### src/rtl/vedic_pkg.sv
// Shared types and helpers for the column-serial Urdhva-Tiryagbhyam multiplier.
package vedic_pkg;

    localparam int unsigned MAX_N = 8;

    typedef enum logic [1:0] {
        IDLE,
        COMPUTE,
        DONE
    } state_t;

    function automatic int unsigned carry_width(input int unsigned n);
        return $clog2(n) + 1;
    endfunction

    function automatic logic [3:0] popcount(input logic [MAX_N-1:0] bits);
        logic [3:0] cnt;
        cnt = '0;
        for (int i = 0; i < MAX_N; i++) begin
            cnt = cnt + {3'b000, bits[i]};
        end
        return cnt;
    endfunction

endpackage

### src/rtl/vedic_col_sum.sv
// Combinational column reducer: diagonal partial products of one column plus incoming carry.
module vedic_col_sum
    import vedic_pkg::*;
#(
    parameter int unsigned N    = 4,
    parameter int unsigned CW   = carry_width(N),
    parameter int unsigned COLW = $clog2(2 * N)
) (
    input  logic [N-1:0]    a_reg,
    input  logic [N-1:0]    b_reg,
    input  logic [COLW-1:0] col,
    input  logic [CW-1:0]   carry_in,
    output logic            sum_bit,
    output logic [CW-1:0]   carry_out
);

    logic [MAX_N-1:0] diag;
    logic [CW-1:0]    sum;

    // Column sum is at most 2N-1, which always fits in CW bits.
    always_comb begin
        diag = '0;
        for (int i = 0; i < N; i++) begin
            for (int j = 0; j < N; j++) begin
                if (i + j == int'(col)) begin
                    diag[i] = a_reg[i] & b_reg[j];
                end
            end
        end
        sum = CW'(popcount(diag)) + carry_in;
    end

    assign sum_bit   = sum[0];
    assign carry_out = sum >> 1;

endmodule

### src/rtl/vedic_mult_seq.sv
// Column-serial multiplier top: one product column per cycle, valid/ready on both sides.
// Optional VEDIC_SELFCHECK_EN builds a sticky err comparator against a behavioural product.
module vedic_mult_seq
    import vedic_pkg::*;
#(
    parameter int unsigned N  = 4,
    parameter int unsigned CW = carry_width(N)
) (
    input  logic           clk,
    input  logic           rst_n,
    input  logic           in_valid,
    output logic           in_ready,
    input  logic [N-1:0]   a,
    input  logic [N-1:0]   b,
    output logic           out_valid,
    input  logic           out_ready,
    output logic [2*N-1:0] p,
    output logic           err
);

    localparam int unsigned PW   = 2 * N;
    localparam int unsigned COLW = $clog2(PW);
    localparam logic [COLW-1:0] LAST = COLW'(PW - 2);

    state_t          state_q, state_d;
    logic [N-1:0]    a_q, a_d, b_q, b_d;
    logic [COLW-1:0] col_q, col_d;
    logic [CW-1:0]   carry_q, carry_d, carry_out;
    logic [PW-1:0]   p_q, p_d;
    logic            sum_bit;

    vedic_col_sum #(
        .N    (N),
        .CW   (CW),
        .COLW (COLW)
    ) u_col_sum (
        .a_reg     (a_q),
        .b_reg     (b_q),
        .col       (col_q),
        .carry_in  (carry_q),
        .sum_bit   (sum_bit),
        .carry_out (carry_out)
    );

    always_comb begin
        state_d = state_q;
        a_d     = a_q;
        b_d     = b_q;
        col_d   = col_q;
        carry_d = carry_q;
        p_d     = p_q;
        unique case (state_q)
            IDLE: begin
                if (in_valid) begin
                    a_d     = a;
                    b_d     = b;
                    carry_d = '0;
                    p_d     = '0;
                    col_d   = '0;
                    state_d = COMPUTE;
                end
            end
            COMPUTE: begin
                p_d[col_q] = sum_bit;
                carry_d    = carry_out;
                col_d      = col_q + COLW'(1);
                // Last column: the leftover carry is the product MSB.
                if (col_q == LAST) begin
                    p_d[PW-1] = carry_out[0];
                    state_d   = DONE;
                end
            end
            DONE: begin
                if (out_ready) begin
                    state_d = IDLE;
                end
            end
            default: state_d = IDLE;
        endcase
    end

    always_ff @(posedge clk or negedge rst_n) begin
        if (!rst_n) begin
            state_q <= IDLE;
            a_q     <= '0;
            b_q     <= '0;
            col_q   <= '0;
            carry_q <= '0;
            p_q     <= '0;
        end else begin
            state_q <= state_d;
            a_q     <= a_d;
            b_q     <= b_d;
            col_q   <= col_d;
            carry_q <= carry_d;
            p_q     <= p_d;
        end
    end

    assign in_ready  = (state_q == IDLE);
    assign out_valid = (state_q == DONE);
    assign p         = p_q;

`ifdef VEDIC_SELFCHECK_EN
    logic          err_q, err_d;
    logic [PW-1:0] ref_prod;

    assign ref_prod = PW'(a_q) * PW'(b_q);

    always_comb begin
        err_d = err_q;
        if (state_q == COMPUTE && col_q == LAST && p_d != ref_prod) begin
            err_d = 1'b1;
        end
    end

    always_ff @(posedge clk or negedge rst_n) begin
        if (!rst_n) begin
            err_q <= 1'b0;
        end else begin
            err_q <= err_d;
        end
    end

    assign err = err_q;
`else
    assign err = 1'b0;
`endif

endmodule
### config.mk
export PLATFORM = sky130hd
export DESIGN_NAME = vedic_mult_seq
export DESIGN_NICKNAME = d
export VERILOG_FILES = /design/src/rtl/vedic_pkg.sv /design/src/rtl/vedic_col_sum.sv /design/src/rtl/vedic_mult_seq.sv
export SDC_FILE = /design/constraint.sdc
export NUM_CORES = 1
export LEC_CHECK = 0
export ABC_AREA = 1
export CAP_MARGIN = 20
export CORE_UTILIZATION = 47
export DETAILED_ROUTE_END_ITERATION = 8
export PLACE_DENSITY = 0.74
export REMOVE_ABC_BUFFERS = 1
export SLEW_MARGIN = 20
export SYNTH_ARGS = -nofsm -noshare
export SYNTH_HDL_FRONTEND = slang
export SYNTH_SLANG_ARGS = --single-unit
### constraint.sdc
create_clock -name clk -period 3.1 [get_ports clk]
set_input_delay 0.93 -clock clk [delete_from_list [all_inputs] [get_ports clk]]
set_output_delay 0.93 -clock clk [all_outputs]
set_load 0.05 [all_outputs]
==> reports/qor.txt <==
Post-Synth XOR/XNOR Area - 0.00619
Post-synthesis compound-gate area fraction - 0.104
CTS tree - yes
Worst R2R Start - col_q[0]
Initial Utilization - 0.504
Clock slew at reported path FFs - 0.13 ns
Area share of fa/ha/maj cells after synthesis - 0.0991
DIE WIDTH - 56.8 um
Synthesized instance count - 186
Hold Crit Depth - 2
Most common cell in the synthesized netlist - nand2_1
Synth top area cells - dfrtp_1, nand2_1, ha_1, inv_1, o21ai_0
Synth Area in Simple Gates - 0.285
Height of the die - 56.8 um
Boundary Pins - 23
Async S/R FF share, synth - 1.00
Die ar. - 0.00323 sq mm
Tcrit/Tclk final - 1.03
Total of max-cap violations - 0
Post-synth top area share - 0.407
Largest net degree at the start of global routing - 24
CP required - 3.34 ns
WS Path Type - flip-flop to flip-flop
Final HPWL DP - 2310 um
Vias in the first global route - 1281
Internal - 0.974 mW
Clock power share - 0.072
Port Buffer Count - 21
Part of the power in registers - 0.268
Sw Pwr - 1.08 mW
Worst Hold Class - flip-flop to flip-flop
Mux cell area share after synthesis - 0
Final Hold Viols - 0
Total gr overflow - 0
Clock sink total - 23
Hold buffers post-CTS - 0
Crit path DAT - 3.42 ns
Wirelength per Cell - 14.4 um
Sw Share - 0.525
Row cnt - 19
DRT iter0 DRCs - 37
Mapped cell area - 0.00141 sq mm
Routed vias/inst - 5.40
Max VDD drop - 721 uV
Setup crit start kind - flip-flop
Layout Nets - 240
Failing checks - setup timing
Pwr Density - 1130 mW/mm^2
Setup crit start - col_q[0]
Root Buffer - clkbuf_4
Min Tclk post-route - 3.18 ns
# DRC - 0
H-tree depth - 1
Share of layout cells above drive strength 1 - 0.194
Synth top cells by count - nand2_1, dfrtp_1, inv_1, nor2_1, o21ai_0
Area growth, synth to finish - 28.9%
Outcome - finished, violations left
Top FF cell, synth - dfrtp_1
Rel. slew slack - 0.664
Sequential area share after synthesis - 0.407
Clk Latency, worst-skew pair - 0.33 ns
Combinational share of power - 0.660
Final WS setup - -0.0812 ns
Routability Congestion - 0.931
RSZ-0062 raised after global routing - yes
Final setup viols - 1
Vias - 1339
Synth Warn # - 0
Mean Syn Cell Area - 7.60 sq um
Worst-path maximum fanout - 4
Post-synthesis cell type count - 24
Register-to-Register Path Depth - 17
Overall Power - 2.05 mW
Largest area contributor in the netlist - dfrtp_1
Initial antenna violation count - 0
Clk buf depth - 2
Number of synthesized flops with an enable pin - 0
First-pass GRT wire length - 5510 um
Worst hold start - p[5]
LEAKAGE - 0.888 nW
Max Clock Skew - 0.00878 ns
GRT Overall Usage - 0.219
Slew at the pin with the worst max-slew slack - 0.502 ns
Antenna Cells - 0
TritonRoute pass-1 iters - 6
Placeable Area - 0.00281 sq mm
Antenna Violating Nets Remaining - 0
Critical Path End Type - flip-flop
Max Slew Vio Count - 0
Fmax - 314 MHz
CTS Buf Count - 3
Final wirelength - 3580 um
Largest family of logic cells by synthesized area - simple AND/OR/NAND/NOR gates
Placement Setup Slack - -0.0815 ns
Number of synthesized register bits - 23
[routing by layer]
metal,vias to the layer above,wire (um),track usage
li1,643,-,-
met1,644,1450,0.259
met2,44,1880,0.420
met3,8,154,0.0207
met4,0,93,0.0523
met5,-,0,0
[path summary, 6_finish.rpt]
check	endpoint	slack, ns
min reg2reg	p[5]	0.48
min in group asynchronous	p[0]	0.94
min	p[5]	0.48
max	p[7]	-0.08
max in group asynchronous	col_q[0]	1.92
max reg2reg	p[7]	-0.08
[area by class of cell]
class | instances | area (sq um)
clock buffer | 4 | 26.3
fill | 249 | 982
inverter | 27 | 111
multi-input combinational | 133 | 787
sequential | 23 | 578
tap | 31 | 38.8
timing repair buffer | 30 | 282
[power by group through the flow]
stage	registers, mW	logic (mW)	clock network (mW)
2_1_floorplan	0.687	0.648	0
3_5_place_dp	0.538	1.13	0
5_1_grt	0.562	1.47	0.157
3_3_place_gp	0.532	1.09	0
6_report	0.549	1.35	0.149
4_1_cts	0.530	1.18	0.150
[worst max-delay path: stages (launching register included)]
cell,delay [ns]
dfrtp_2,0.50
buf_6,0.15
ha_4,0.17
nor2_2,0.13
nand2_1,0.06
nand2_1,0.07
nand2_1,0.07
a21oi_2,0.14
ha_1,0.23
inv_1,0.08
fa_1,0.43
inv_1,0.08
ha_2,0.17
inv_2,0.04
fa_2,0.55
nand3_2,0.08
nand3_2,0.08
nand2_1,0.06
[stage by stage]
| stage | hold WS, ns | cell area (sq um) | setup TNS (ns) | cells | utilization |
|---|---|---|---|---|---|
| floorplan | 0.443 | 1380 | 0 | 183 | - |
| global placement | 0.457 | 1660 | 0 | 238 | 0.590 |
| detailed placement | 0.461 | 1660 | -0.0815 | 238 | 0.590 |
| CTS | 0.490 | 1710 | 0 | 245 | 0.610 |
| global route | 0.524 | 1820 | -0.391 | 248 | 0.650 |
| finish | 0.485 | 1820 | -0.0812 | 248 | 0.650 |
[cells in the final DEF, fill, tap and decap left out]
cell type and n:
nand3_1 9, buf_4 8, a21oi_2 2, clkbuf_4 3, nand2_1 64, fa_2 1
nand3_2 3, o21bai_1 1, nor2_1 10, clkdlybuf4s50_1 21, a21oi_1 1, conb_1 1
ha_4 4, inv_2 5, o22ai_1 3, ha_2 2, fa_1 1, inv_4 2
o21ai_0 9, nor2_2 2, nor2_4 2, nand2_2 2, dfrtp_2 2, ha_1 2
o21ai_1 9, o21a_1 2, inv_1 19, xor2_1 1, nand2_4 2, buf_6 1
clkinv_4 1, dfrtp_1 21, clkbuf_1 1
[flip-flops by register name, indices dropped and copies added, names as in the netlist]
register,flops
p,8
a_q,4
state_q,2
b_q,4
col_q,3
carry_q,2
[kinds of logic (layout without fill, tap and decap cells)]
kind of cell	Yosys count	in the layout
other	1	1
AOI/OAI and AO/OA	27	27
xor gates and xnor gates	1	1
DFF	23	23
buffers and inverters	30	61
and+or+nand+nor	94	94
adders and majority gates	10	10
[what timing repair did]
action / CTS / global route
setup buffers: 3 / 3
pin swaps: 0 / 11
gates resized for setup: 5 / 25
setup endpoints to repair: 3 / 3
Note: power is estimated with default switching activity, not from simulation.
